<file path="src/rtl/sms_trigger_driver.sv">
// ---------------------------------------------------------------------------
// sms_trigger_driver
//
// Drives the set (p) and reset (q) inputs of an external flip-flop card with
// fixed-width pulses. After each pulse it waits a recovery gap and then checks
// the card's fed-back output against the intended value.
//
// Parameters
//   PULSE_W  drive-pulse width in clk cycles (1..15)
//   GAP_W    low recovery gap after each pulse in clk cycles (1..15)
//
// Ports
//   clk         single clock, rising edge
//   rst_n       asynchronous active-low reset
//   req_set     request a set pulse on p
//   req_reset   request a reset pulse on q
//   req_toggle  request a pulse that flips the card, direction chosen from fb_c
//   level_en    requested steady level for l
//   fb_c        card's c output, fed back for checking
//   p, q        registered set / reset drive pulses (never high together)
//   l           registered copy of level_en
//   busy        high while an operation is in progress
//   done        one-cycle strobe at the end of an operation
//   err         one-cycle strobe on a request conflict or feedback mismatch
// ---------------------------------------------------------------------------
module sms_trigger_driver #(
  parameter int unsigned PULSE_W = 2,
  parameter int unsigned GAP_W   = 1
) (
  input  logic clk,
  input  logic rst_n,
  input  logic req_set,
  input  logic req_reset,
  input  logic req_toggle,
  input  logic level_en,
  input  logic fb_c,
  output logic p,
  output logic q,
  output logic l,
  output logic busy,
  output logic done,
  output logic err
);

  typedef enum logic [1:0] {
    IDLE  = 2'd0,
    PULSE = 2'd1,
    GAP   = 2'd2,
    CHECK = 2'd3
  } state_e;

  localparam logic [3:0] PULSE_CNT = 4'(PULSE_W);
  localparam logic [3:0] GAP_CNT   = 4'(GAP_W);

  state_e     state_q, state_d;
  logic [3:0] cnt_q, cnt_d;
  logic       target_q, target_d;
  logic       p_drv_q, p_drv_d;
  logic       q_drv_q, q_drv_d;
  logic       conflict_q, conflict_d;
  logic       l_q;

  // State register: every register clears asynchronously, so p/q drop the
  // moment rst_n falls, truncating any pulse in flight.
  always_ff @(posedge clk or negedge rst_n) begin
    if (!rst_n) begin
      state_q    <= IDLE;
      cnt_q      <= 4'd0;
      target_q   <= 1'b0;
      p_drv_q    <= 1'b0;
      q_drv_q    <= 1'b0;
      conflict_q <= 1'b0;
      l_q        <= 1'b0;
    end else begin
      state_q    <= state_d;
      cnt_q      <= cnt_d;
      target_q   <= target_d;
      p_drv_q    <= p_drv_d;
      q_drv_q    <= q_drv_d;
      conflict_q <= conflict_d;
      l_q        <= level_en;
    end
  end

  // Next-state logic. The one counter times both PULSE and GAP: it is loaded
  // on entry to each and the state moves on when it reaches 1.
  always_comb begin
    logic start;
    start      = 1'b0;
    state_d    = state_q;
    cnt_d      = cnt_q;
    target_d   = target_q;
    conflict_d = 1'b0;

    unique case (state_q)
      IDLE: begin
        cnt_d = 4'd0;
        if (req_set && req_reset) begin
          conflict_d = 1'b1;
        end else if (req_set) begin
          target_d = 1'b1;
          start    = 1'b1;
        end else if (req_reset) begin
          target_d = 1'b0;
          start    = 1'b1;
        end else if (req_toggle) begin
          target_d = ~fb_c;
          start    = 1'b1;
        end
        if (start) begin
          state_d = PULSE;
          cnt_d   = PULSE_CNT;
        end
      end
      PULSE: begin
        if (cnt_q <= 4'd1) begin
          state_d = GAP;
          cnt_d   = GAP_CNT;
        end else begin
          cnt_d = cnt_q - 4'd1;
        end
      end
      GAP: begin
        if (cnt_q <= 4'd1) begin
          state_d = CHECK;
          cnt_d   = 4'd0;
        end else begin
          cnt_d = cnt_q - 4'd1;
        end
      end
      CHECK: begin
        state_d = IDLE;
      end
      default: begin
        state_d = IDLE;
        cnt_d   = 4'd0;
      end
    endcase

    // Drive registers are computed from the next state so p/q line up
    // exactly with the PULSE state while still coming straight from flops.
    p_drv_d = (state_d == PULSE) &&  target_d;
    q_drv_d = (state_d == PULSE) && !target_d;
  end

  // Outputs. err combines the registered conflict strobe with the live
  // feedback comparison made during CHECK.
  always_comb begin
    p    = p_drv_q;
    q    = q_drv_q;
    l    = l_q;
    busy = (state_q != IDLE);
    done = (state_q == CHECK);
    err  = conflict_q | ((state_q == CHECK) && (fb_c != target_q));
  end

endmodule
</file>
<file path="config.mk">
export PLATFORM = sky130hd
export DESIGN_NAME = sms_trigger_driver
export DESIGN_NICKNAME = d
export VERILOG_FILES = /design/src/rtl/sms_trigger_driver.sv
export SDC_FILE = /design/constraint.sdc
export NUM_CORES = 1
export LEC_CHECK = 0
export ABC_CLOCK_PERIOD_IN_PS = 2200
export BUFFER_PORTS_ARGS = -buffer_cell sky130_fd_sc_hd__buf_2
export CAP_MARGIN = 40
export CORE_MARGIN = 1.5
export CORE_UTILIZATION = 50
export CTS_CLUSTER_DIAMETER = 150
export DETAILED_ROUTE_END_ITERATION = 10
export HOLD_SLACK_MARGIN = 0.15
export PLACE_DENSITY = 0.73
export SYNTH_ARGS = -nofsm -noshare
export SYNTH_HDL_FRONTEND = slang
export SYNTH_SLANG_ARGS = --single-unit
</file>
<file path="constraint.sdc">
create_clock -name clk -period 2.2 [get_ports clk]
set_input_delay 0.33 -clock clk [delete_from_list [all_inputs] [get_ports clk]]
set_output_delay 0.33 -clock clk [all_outputs]
set_load 0.01 [all_outputs]
</file>
; Yosys cells after proc, flatten, opt, wreduce, memory -nomap -nowiden
; Index checks and enable logic that the tools add are counted.
; Widths: inputs -> output; s select.
[op_classes]
n_reduce_logical = 8
n_addsub = 1
bitwise = 2
eq_ne = 5
n_mux = 20
order_cmp = 1
[op_table]
columns = operator, n
row1 = $mux 1, 12
row2 = $pmux 4 s3, 1
row3 = $mux 2, 4
row4 = $mux 4, 2
row5 = $pmux 2 s4, 1
row6 = $eq 2x1->1 const B, 2
row7 = $eq 2x2->1 const B, 2
row8 = $le 4x1->1 const B, 1
row9 = $logic_and 1x1->1, 4
row10 = $sub 4x1->4 const B, 1
row11 = $reduce_bool 3->1, 1
row12 = $logic_not 2->1, 1
row13 = $reduce_bool 2->1, 1
row14 = $logic_not 1->1, 1
row15 = $ne 1x1->1, 1
row16 = $not 1->1, 1
row17 = $or 1x1->1, 1
[totals]
elab_cells = 44
regBits = 11
output_inout_bits = 6

; Logic depth before layout (Yosys ltp)
; Gate-level depths: netlist of run 1.
[logic_depth]
word_depth = 9
depth_mapped = 6

; Worst setup path after synthesis of run 1
; No wires, ideal clock.
[synth_path]
kind = reg2reg
from = register state_q[1]
to = register p_drv_q (netlist: p)
t_arrival_ns = 1.509
setup_slack_ns = 0.611
period_less_slack_ns = 1.589
path_buffers = 0
stages_incl_launch_ff = 6
path_cell_list = dfrtp_1 > inv_1 > ha_1 > or3_1 > a32o_2 > nor3b_2
[synth_between]
elab_chain_len = 4
word_cells_on_any_way = 11
[synth_rtl]
columns = element, line
row1 = start: declaration, 55  ; state_e state_q, state_d;
row2 = start signal: assignment, 75  ; state_q <= state_d;
row3 = "$eq 2x2->1, or another cell as far along", 95  ; unique case (state_q)
row4 = $pmux 2 s4, 95
row5 = $eq 2x1->1, 142  ; p_drv_d = (state_d == PULSE) && target_d;
row6 = $logic_and 1x1->1 *, 142
row7 = net p_drv_d, 58  ; logic p_drv_q, p_drv_d;
row8 = end signal: assignment, 78  ; p_drv_q <= p_drv_d;
row9 = end: declaration, 58
; The timed path passes the listed nets; every way through them passes the cells marked *.
; A chain may end at the register's enable or synchronous reset.

; Worst setup path in the final report of run 1
[layout_path]
from = register state_q[1]
to = register q_drv_q (netlist: q)
[layout_between]
elab_chain_len = 4
word_cells_on_any_way = 12
[layout_rtl]
columns = element, line
row1 = "$eq 2x2->1, or another cell as far along", 95
row2 = $pmux 2 s4 / $mux 1 (equally long branches), 95
row3 = $eq 2x1->1 / $logic_not 1->1 (equally long branches), 143  ; q_drv_d = (state_d == PULSE) && !target_d;
row4 = $logic_and 1x1->1 *, 143
row5 = net q_drv_d, 59  ; logic q_drv_q, q_drv_d;
row6 = end signal: assignment, 79  ; q_drv_q <= q_drv_d;
row7 = end: declaration, 59
; Marks and branches as above.

==> out/metrics.cfg, run 1 <==
[status]
status = completed

[setup_path]
critPathTopFamily = simple AND/OR/NAND/NOR gates
cp.arrival_ns = 1.90
end_kind = flop
startpoint_type = flop
critPathRequiredTime_ns = 2.38
critPathBufInv = 1
critPathMaxStageDelay_ns = 0.43
crit_type = reg2reg
crit_chain = inv_1 > ha_1 > or3_1 > a32o_2 > nor3_2
cp_slowest_cell = dfrtp_1
worst-path-max-fanout = 7

[layout]
drive_gt1_frac = 0.2500
nets = 100
fill_cells = 95
fin_cells = 98
final_common_cell = buf_2
antenna_cells = 0
layout_common_cells = 12 x buf_2, 11 x dfrtp_1, 8 x inv_1, 8 x ha_1
area_delta_synth_final_pct = 17.07
utilization = 0.6667

[detailed_routing]
ant_nets = 0
wl_per_cell_um = 11.83
drt-total-wl_um = 1159
drt_iter0_drc = 14
vias = 536
via_per_inst = 5.469
first_pass_iters = 5
drc_errors = 0

[clocking]
clock_sinks = 11
tritoncts = yes
numCtsBuffers = 3
h-tree-depth = 1
clk_path_buf_depth = 2
postCtsSetupBuffers = 0
cts_root_buf = clkbuf_4
clock_latency_ns = 0.25
clkTransAtPathRegs_ns = 0.06

[synth]
yosys_warnings = 0
synth_largest_area_cell = dfrtp_1
synth-adder-area-share = 0.1501
synthMuxAreaShare = 0.01689
ys_seq_elements = 11
syn_inst = 67
synth.top_cell.area_share = 0.4128
synth_compound_area_frac = 0.1782
synth_cell_types = 26
synth_top_family_by_area = simple AND/OR/NAND/NOR gates
syn_nets = 82
synthSimpleGateAreaFrac = 0.1839
syn_avg_cell_area_um2 = 9.954
netlist_top_cells_area = dfrtp_1 41%, ha_1 15%, inv_1 4.5%
synth_area_um2 = 666.9
synthXorXnorAreaFrac = 0.01313
ys_seq_area_frac = 0.4128

[global_route]
grt_pass1_vias = 457
track_usage = 0.1834
antenna_found_initial = 0
grt_pass1_wl_um = 1869
grt.overflow.total = 0
grt_max_degree = 12

[floorplan]
die_w_um = 39.52
design.core.area_um2 = 1171
die_area_um2 = 1562
rows = 12
die_y_um = 39.52
start_util = 0.5694
io_pins = 13

[power]
p_seq_frac = 0.314
peakVddDrop_v = 0.0007045
p_int_uw = 606.3
switching_share = 0.4311
p_per_area_nw_per_um2 = 1365
p_sw_uw = 459.5
leakage_nw = 0.4022
clkPwrFrac = 0.119
finalPower_mw = 1.066
pwr-share-comb = 0.567

[sta]
maxSlewHeadroom = 0.7013
tns_ns = 0
rsz0062_at_grt = false
final.setup_skew_ns = 0.002377
setup_viol = 0
max_clock_freq_ghz = 0.5787
finalCritPeriodShare = 0.7855
holdWs_ns = 0.1788
timing_worst_slew_pin_value_ns = 0.4433
min_period_ns = 1.728
final-hold-violation-count = 0
slew_viol_final = 0

[placed_design]
io_buffer_count = 12
place.gp.congestion = 0.7248
dp_hpwl_um = 951.7
dp_cells = 93

[min_path]
hold_class = in2reg

[run]
cap_violations = 0

[per-stage QoR]
stage	worst slack, ns	area [um^2]
6_report	0.4719	780.7
5_1_grt	0.3344	780.7
4_1_cts	0.4653	780.7
3_5_place_dp	0.4787	744.5
3_3_place_gp	0.4731	744.5
2_1_floorplan	0.6111	666.9
[state kept, by name, indices dropped and copies added, names as in the netlist]
name        cells
cnt_q           4
q               1
p               1
l               1
target_q        1
state_q         2
conflict_q      1
[layout make-up]
| cell class | count | area [um^2] | share of cell area |
|---|---|---|---|
| Multi-Input combinational cell | 48 | 361.6 | 0.4631 |
| Sequential cell | 11 | 275.3 | 0.3526 |
| Timing Repair Buffer | 13 | 70.07 | 0.08974 |
| Inverter | 8 | 30.03 | 0.03846 |
| Clock buffer | 4 | 26.28 | 0.03365 |
| Tap cell | 14 | 17.52 | 0.02244 |
[worst register-to-register path: stages, from the launching register on]
cell     delay [ns]
dfrtp_1        0.43
inv_1          0.11
ha_1           0.27
or3_1          0.38
a32o_2         0.31
nor3_2         0.15
[Yosys cell counts]
library cell / count
nor3_1: 5
a31o_2: 1
ha_1: 8
nor2_1: 5
a32o_2: 1
o22ai_1: 1
o31ai_1: 2
o32a_1: 1
nand3_1: 1
nor4_1: 1
xor2_1: 1
o311a_1: 1
or3_1: 2
dfrtp_1: 11
nand2_1: 3
and2b_2: 1
inv_1: 8
a21oi_1: 3
a32o_1: 2
o21ai_0: 3
a21o_1: 1
nor3_2: 1
mux2_2: 1
nand4_1: 1
or2_1: 1
nor3b_2: 1
[repair_timing]
item	4_1_cts	5_1_grt
hold buffers	1	0
gates resized for setup	0	0
endpoints found under the hold margin	11	0
[power by group through the flow]
stage	Sequential, mW	Combinational, mW	Clock (mW)
2_1_floorplan	0.333	0.464	0
3_3_place_gp	0.337	0.602	0
3_5_place_dp	0.339	0.601	0
4_1_cts	0.335	0.605	0.134
5_1_grt	0.345	0.685	0.141
6_report	0.335	0.605	0.126
[worst paths after layout]
path	start	end	slack, ns	cells after the start
setup / recovery	state_q[1]$_DFF_PN0_	q$_DFF_PN0_	0.47	5
hold / removal	level_en	l$_DFF_PN0_	0.18	1
hold reg to reg	cnt_q[3]$_DFFE_PN0P_	cnt_q[3]$_DFFE_PN0P_	0.53	1
min in group asynchronous	rst_n	state_q[0]$_DFF_PN0_	0.48	2
setup reg to reg	state_q[1]$_DFF_PN0_	q$_DFF_PN0_	0.47	5
max in group asynchronous	rst_n	target_q$_DFF_PN0_	1.53	2
[layer usage]
layer  track usage  share of wire  vias to the layer above
met3       0.01705          0.020                        0
li1              -              -                      280
met5             0              0                        -
met1        0.2894           0.53                      247
met2        0.2377           0.45                        9
met4        0.1034              0                        0
[cell families after synthesis]
| logic type | Yosys count |
|---|---|
| compound gates | 16 |
| xor+xnor | 1 |
| fa+ha+maj | 8 |
| buf+inv | 8 |
| flops | 11 |
| mux | 1 |
| simple gates | 22 |
Note: power is estimated with default switching activity, not from simulation.
==> run 2: changes to the inputs <==
==> config.mk (replaced) <==
export PLATFORM = sky130hd
export DESIGN_NAME = sms_trigger_driver
export DESIGN_NICKNAME = d
export VERILOG_FILES = /design/src/rtl/sms_trigger_driver.sv
export SDC_FILE = /design/constraint.sdc
export NUM_CORES = 1
export LEC_CHECK = 0
export ABC_CLOCK_PERIOD_IN_PS = 1500
export BUFFER_PORTS_ARGS = -buffer_cell sky130_fd_sc_hd__buf_2
export CAP_MARGIN = 40
export CORE_MARGIN = 1.5
export CORE_UTILIZATION = 46
export CTS_CLUSTER_DIAMETER = 150
export DETAILED_ROUTE_END_ITERATION = 10
export HOLD_SLACK_MARGIN = 0.15
export PLACE_DENSITY = 0.71
export SYNTH_ARGS = -nofsm -noshare
export SYNTH_HDL_FRONTEND = slang
export SYNTH_SLANG_ARGS = --single-unit
==> constraint.sdc (replaced) <==
create_clock -name clk -period 1.5 [get_ports clk]
set_input_delay 0.225 -clock clk [delete_from_list [all_inputs] [get_ports clk]]
set_output_delay 0.225 -clock clk [all_outputs]
set_load 0.01 [all_outputs]
==> run 2 against run 1 <==
Compared with the run above: the flow now finishes with violations (negative setup slack); setup slack worse by 0.54 ns; via count rose by 30%; cell area grew 36%; sequential power rose by 50%; flip-flop and latch count did not move; die area up 8.0%; total power grew 120%; largest power group unchanged.
==> out/metrics.cfg, run 2 (synthesis results as in run 1) <==
[run]
cap_violations = 0  ; unchanged

[setup_path]
crit_chain = buf_4 > ha_2 > a21o_1 > buf_2
cp.arrival_ns = 1.34  ; -0.56 ns
cp_slowest_cell = dfrtp_2
startpoint_type = flop
crit_type = reg2out
end_kind = output pin
critPathMaxStageDelay_ns = 0.45  ; +0.02 ns
rr_worst_depth = 5  ; unchanged
worst-path-max-fanout = 4  ; -3
critPathRequiredTime_ns = 1.27  ; -1.11 ns

[detailed_routing]
drt-met1-wl_um = 866  ; +42%
vias = 699  ; +30%
first_pass_iters = 4  ; -1
ant_nets = 0  ; unchanged
drt-total-wl_um = 1982  ; +71%
topRoutingLayerUsed = met4
via_per_inst = 5.777  ; +5.6%
drc_errors = 0  ; unchanged
wl_met2_um = 946  ; +81%
drt_iter0_drc = 30  ; +16
wl_met3_um = 87  ; +280%
wl_per_cell_um = 16.38  ; +39%

[global_route]
grt_max_degree = 12  ; unchanged
grt.overflow.total = 0  ; unchanged
track_usage = 0.2389  ; +0.05550
grt_pass1_wl_um = 2470  ; +32%
antenna_found_initial = 0  ; unchanged
grt_pass1_vias = 603  ; +32%

[floorplan]
rows = 13  ; +1
start_util = 0.5000  ; -0.06944
die_w_um = 41.08  ; +3.9%
io_pins = 13  ; unchanged
die_area_um2 = 1687  ; +8.0%
design.core.area_um2 = 1334  ; +14%
die_y_um = 41.08  ; +3.9%

[status]
violations = negative setup slack
status = finished with violations

[power]
p_per_area_nw_per_um2 = 2220  ; +63%
peakVddDrop_v = 0.001449  ; +110%
leakage_nw = 0.5190  ; +29%
finalPower_mw = 2.359  ; +120%

[sta]
slew_viol_final = 0  ; unchanged
rsz0062_at_grt = true
timing_worst_slew_pin_value_ns = 0.2984  ; -0.1449 ns
max_clock_freq_ghz = 0.6393
maxSlewHeadroom = 0.8000  ; +0.09865
final.setup_skew_ns = 0.003038  ; +0.0006614 ns
min_period_ns = 1.564
fin_ws_ns = -0.06431  ; -0.5362 ns
final-hold-violation-count = 0  ; unchanged
finalCritPeriodShare = 1.043
setup_viol = 4  ; +4

[clocking]
tritoncts = yes
clk_path_buf_depth = 2  ; unchanged
clkTransAtPathRegs_ns = 0.07  ; about the same
clock_sinks = 11  ; unchanged
clock_latency_ns = 0.26  ; about the same
h-tree-depth = 1  ; unchanged
cts_root_buf = clkbuf_4
numCtsBuffers = 3  ; unchanged

[placed_design]
io_buffer_count = 12  ; unchanged
place_ws_ns = -0.04798  ; -0.5267 ns
place.gp.congestion = 0.8263  ; +14%
dp_hpwl_um = 1198  ; +26%

[min_path]
holdPathStages = 3  ; +2
hold_class = in2reg

[layout]
final_common_cell = buf_4
largestRegisters = cnt_q x4, state_q x2
nets = 122  ; +22%
antenna_cells = 0  ; unchanged
layout_common_cells = 21 x buf_4, 11 x buf_2, 9 x dfrtp_1
area_delta_synth_final_pct = 59.29
drive_gt1_frac = 0.6226  ; +0.3726
largest_reg_flops = 4  ; unchanged
top_register = cnt_q

## run 2: cell type report
type	count	area (um^2)
multi-input cells	48	462.9
flip-flops and latches	11	277.8
fillers	76	271.5
repair buffers	35	244.0
inverters	8	32.53
clock buffers	4	26.28
well taps	15	18.77
## run 2: worst paths after layout
check                                           from              endpoint  slack, ns
worst max-delay path            state_q[0]$_DFF_PN0_                   err      -0.06
worst min-delay path                       req_reset  conflict_q$_DFF_PN0_       0.28
worst max register to register  state_q[1]$_DFF_PN0_           p$_DFF_PN0_      -0.06
worst min register to register  cnt_q[2]$_DFFE_PN0P_  cnt_q[2]$_DFFE_PN0P_       0.61
max in group asynchronous                      rst_n  cnt_q[0]$_DFFE_PN0P_       0.91
min in group asynchronous                      rst_n  conflict_q$_DFF_PN0_       0.36
## run 2: repair_timing
item / in CTS / in global routing
endpoints found under the setup margin: 7 / 9
resized for setup: 7 / 19
buffers inserted: 4 / 3
hold endpoints to repair: 12 / 0
pin swaps: 3 / 8
hold buffers: 2 / 0
gates cloned: 0 / 0
## run 2: layer usage
| metal | vias up | global-route usage |
|---|---|---|
| met5 | - | 0 |
| met4 | 0 | 0.2167 |
| met3 | 8 | 0.04891 |
| met2 | 31 | 0.3320 |
| met1 | 337 | 0.3058 |
| li1 | 323 | - |
## run 2: worst max-delay path: cells and delay by family, from the launching register on
kind / cells / cell delay (ns)
AOI/OAI and AO/OA: 1 / 0.15
buffers and inverters: 2 / 0.28
DFF: 1 / 0.45
adders and majority gates: 1 / 0.19
## run 2: where the power goes
part	internal (mW)	switching [mW]
logic	0.855	0.807
registers	0.407	0.0950
clock network	0.103	0.0913
## run 2: stage by stage
stage                     cell area, um^2  utilization  std cells  hold WS (ns)  setup TNS, ns
final                                1062       0.7964        121        0.2837        -0.1602
after global routing                 1062       0.7964        121        0.2985        -0.3702
after CTS                           973.4       0.7298        119        0.2638       -0.06142
after detailed placement            875.8       0.6567        109        0.1025        -0.1637
after global placement              875.8       0.6567        109       0.09394       -0.02790
after floorplan                     684.4            -         67      -0.07059              0
==> run 3: changes to the inputs <==
==> config.mk (replaced) <==
export PLATFORM = sky130hd
export DESIGN_NAME = sms_trigger_driver
export DESIGN_NICKNAME = d
export VERILOG_FILES = /design/src/rtl/sms_trigger_driver.sv
export SDC_FILE = /design/constraint.sdc
export NUM_CORES = 1
export LEC_CHECK = 0
export ABC_CLOCK_PERIOD_IN_PS = 1810
export CAP_MARGIN = 40
export CORE_MARGIN = 1.5
export CORE_UTILIZATION = 50
export CTS_CLUSTER_DIAMETER = 150
export DETAILED_ROUTE_END_ITERATION = 10
export DONT_BUFFER_PORTS = 1
export HOLD_SLACK_MARGIN = 0.15
export SYNTH_ARGS = -nofsm -noshare
export SYNTH_HDL_FRONTEND = slang
export SYNTH_SLANG_ARGS = --single-unit
==> constraint.sdc (replaced) <==
create_clock -name clk -period 1.81 [get_ports clk]
set_input_delay 0.2715 -clock clk [delete_from_list [all_inputs] [get_ports clk]]
set_output_delay 0.2715 -clock clk [all_outputs]
set_load 0.01 [all_outputs]
==> run 3 against run 2 <==
Compared with the run above: the flow now finishes without violations; clock skew rose by 0.00053 ns; hold slack lost 0.094 ns; sequential share of layout area is 10 points higher; global-route usage down 7.5 points; register-to-register slack gained 0.21 ns; critical path type is now reg2reg; largest cell class unchanged.
==> out/metrics.cfg, run 3 (synthesis results as in run 1) <==
[setup_path]
r2r_end = cnt_q[1]$_DFFE_PN0P_
r2r_slack_ns = 0.14  ; +0.21 ns
crit_type = reg2reg
worst-path-max-fanout = 4  ; unchanged
rr_worst_depth = 5  ; unchanged
end_kind = flop
critPathRequiredTime_ns = 1.97  ; +0.70 ns
cp.arrival_ns = 1.83  ; +0.49 ns
rr_startpoint = state_q[0]$_DFF_PN0_
startpoint_type = flop

[global_route]
grt_pass1_vias = 425  ; -30%
antenna_found_initial = 0  ; unchanged
grt_max_degree = 12  ; unchanged
grt.overflow.total = 0  ; unchanged
track_usage = 0.1635  ; -0.07540
grt_pass1_wl_um = 1656  ; -33%

[clocking]
numCtsBuffers = 3  ; unchanged
postCtsSetupBuffers = 0  ; -4
clk_path_buf_depth = 2  ; unchanged
clkTransAtPathRegs_ns = 0.06  ; about the same
cts_root_buf = clkbuf_4
h-tree-depth = 1  ; unchanged
clock_sinks = 11  ; unchanged
clock_latency_ns = 0.25  ; about the same
tritoncts = yes

[power]
pwr-share-comb = 0.575  ; -0.130
finalPower_mw = 1.306  ; -45%
p_seq_frac = 0.307  ; +0.094
p_sw_uw = 562.9  ; -43%
leakage_nw = 0.3647  ; -30%
switching_share = 0.4310  ; +0.009724
p_int_uw = 743.2  ; -46%
clkPwrFrac = 0.119  ; +0.037
peakVddDrop_v = 0.0008508  ; -41%
p_per_area_nw_per_um2 = 1734  ; -22%

[placed_design]
io_buffer_count = 0  ; -12
dp_hpwl_um = 901.8  ; -25%
dp_cells = 83  ; -24%
place_ws_ns = 0.09624  ; +0.1442 ns
place.gp.congestion = 0.7105  ; -14%

[layout]
antenna_cells = 0  ; unchanged
final_common_cell = dfrtp_1
largest_reg_flops = 4  ; unchanged
fin_cells = 89  ; -26%
fill_cells = 106  ; +39%
layout_common_cells = 11 x dfrtp_1, 8 x inv_1, 7 x ha_1
largestRegisters = cnt_q x4, state_q x2
top_register = cnt_q
nets = 91  ; -25%
drive_gt1_frac = 0.1733  ; -0.4493
area_delta_synth_final_pct = 12.95

[sta]
max_clock_freq_ghz = 0.5991
maxSlewHeadroom = 0.6833  ; -0.1167
min_period_ns = 1.669
setup_viol = 0  ; -4
slew_viol_final = 0  ; unchanged
timing_worst_slew_pin_value_ns = 0.4734  ; +0.1751 ns
final-hold-violation-count = 0  ; unchanged
fin_ws_ns = 0.1408  ; +0.2051 ns
rsz0062_at_grt = false
holdWs_ns = 0.1893  ; -0.09449 ns
tns_ns = 0  ; +0.1602 ns
finalCritPeriodShare = 0.9222
final.setup_skew_ns = 0.003565  ; +0.0005269 ns

[detailed_routing]
drt_iter0_drc = 5  ; -83%
drt-total-wl_um = 1154  ; -42%
vias = 491  ; -30%
drt-met1-wl_um = 605  ; -30%
wl_met2_um = 516  ; -45%
wl_met3_um = 20  ; -77%
ant_nets = 0  ; unchanged
drc_errors = 0  ; unchanged
via_per_inst = 5.517  ; -4.5%
wl_per_cell_um = 12.97  ; -21%
topRoutingLayerUsed = met4
first_pass_iters = 3  ; -1

[floorplan]
die_w_um = 39.52  ; -3.8%
die_y_um = 39.52  ; -3.8%
die_area_um2 = 1562  ; -7.4%
start_util = 0.5694  ; +0.06944
rows = 12  ; -1
io_pins = 13  ; unchanged
design.core.area_um2 = 1171  ; -12%

[min_path]
worstHoldStart = req_reset
hold_end = conflict_q$_DFF_PN0_
holdPathStages = 2  ; -1
hold_class = in2reg

[status]
status = completed

[run]
cap_violations = 0  ; unchanged

[run 3: cell count changes in the layout (fill, tap and decap cells not counted), moves of 5 or more]
| cell | previous run | this run |
|---|---|---|
| inv_1 | 2 | 8 |
| inv_2 | 5 | 0 |
| ha_4 | 5 | 0 |
| ha_1 | 2 | 7 |
| buf_4 | 21 | 2 |
| buf_2 | 11 | 0 |
[run 3: worst max-delay path, stage by stage, from the launching register on]
cell     delay, ns
dfrtp_1       0.40
inv_1         0.11
ha_2          0.36
o21ai_0       0.18
o32a_1        0.35
o21ai_0       0.18
[run 3: cell type report]
cell class | instances | area [um^2] | share of cell area
multi-input combinational | 48 | 369.1 | 0.4900
sequential | 11 | 275.3 | 0.3654
timing repair buffer | 4 | 35.03 | 0.04651
inverter | 8 | 30.03 | 0.03987
clock buffer | 4 | 26.28 | 0.03488
tap | 14 | 17.52 | 0.02326
[run 3: how the worst max path moves through the flow]
stage	from	end	slack (ns)	cells past startpoint
floorplan	state_q[1]$_DFF_PN0_	p$_DFF_PN0_	0.22	5
global placement	state_q[0]$_DFF_PN0_	p$_DFF_PN0_	0.10	5
detailed placement	state_q[0]$_DFF_PN0_	q$_DFF_PN0_	0.1	5
CTS	state_q[0]$_DFF_PN0_	q$_DFF_PN0_	0.07	5
global route	state_q[0]$_DFF_PN0_	cnt_q[2]$_DFFE_PN0P_	0.04	5
finish	state_q[0]$_DFF_PN0_	cnt_q[1]$_DFFE_PN0P_	0.14	5
[run 3: timing repair]
action                                  CTS  global route
gates resized for setup                   0             2
endpoints found under the hold margin    12             0
hold buffers                              2             0
endpoints found under the setup margin    0             2
[run 3: layer usage]
layer,global-route usage,vias to the layer above
met2,0.2336,4
met1,0.2319,225
li1,-,260
met3,0.01705,2
met5,0,-
met4,0.1034,0
[run 3: per-stage QoR]
step | util | cell area [um^2]
after floorplan | - | 666.9
after global placement | 0.5972 | 699.4
after detailed placement | 0.5972 | 699.4
after CTS | 0.6368 | 745.7
after global routing | 0.6432 | 753.2
final | 0.6432 | 753.2
[run 3: power groups by stage]
stage | Clock (mW) | Sequential (mW) | Combinational (mW)
floorplan | 0 | 0.404 | 0.564
global placement | 0 | 0.404 | 0.726
detailed placement | 0 | 0.406 | 0.723
CTS | 0.164 | 0.401 | 0.733
global route | 0.175 | 0.414 | 0.829
finish | 0.155 | 0.400 | 0.751
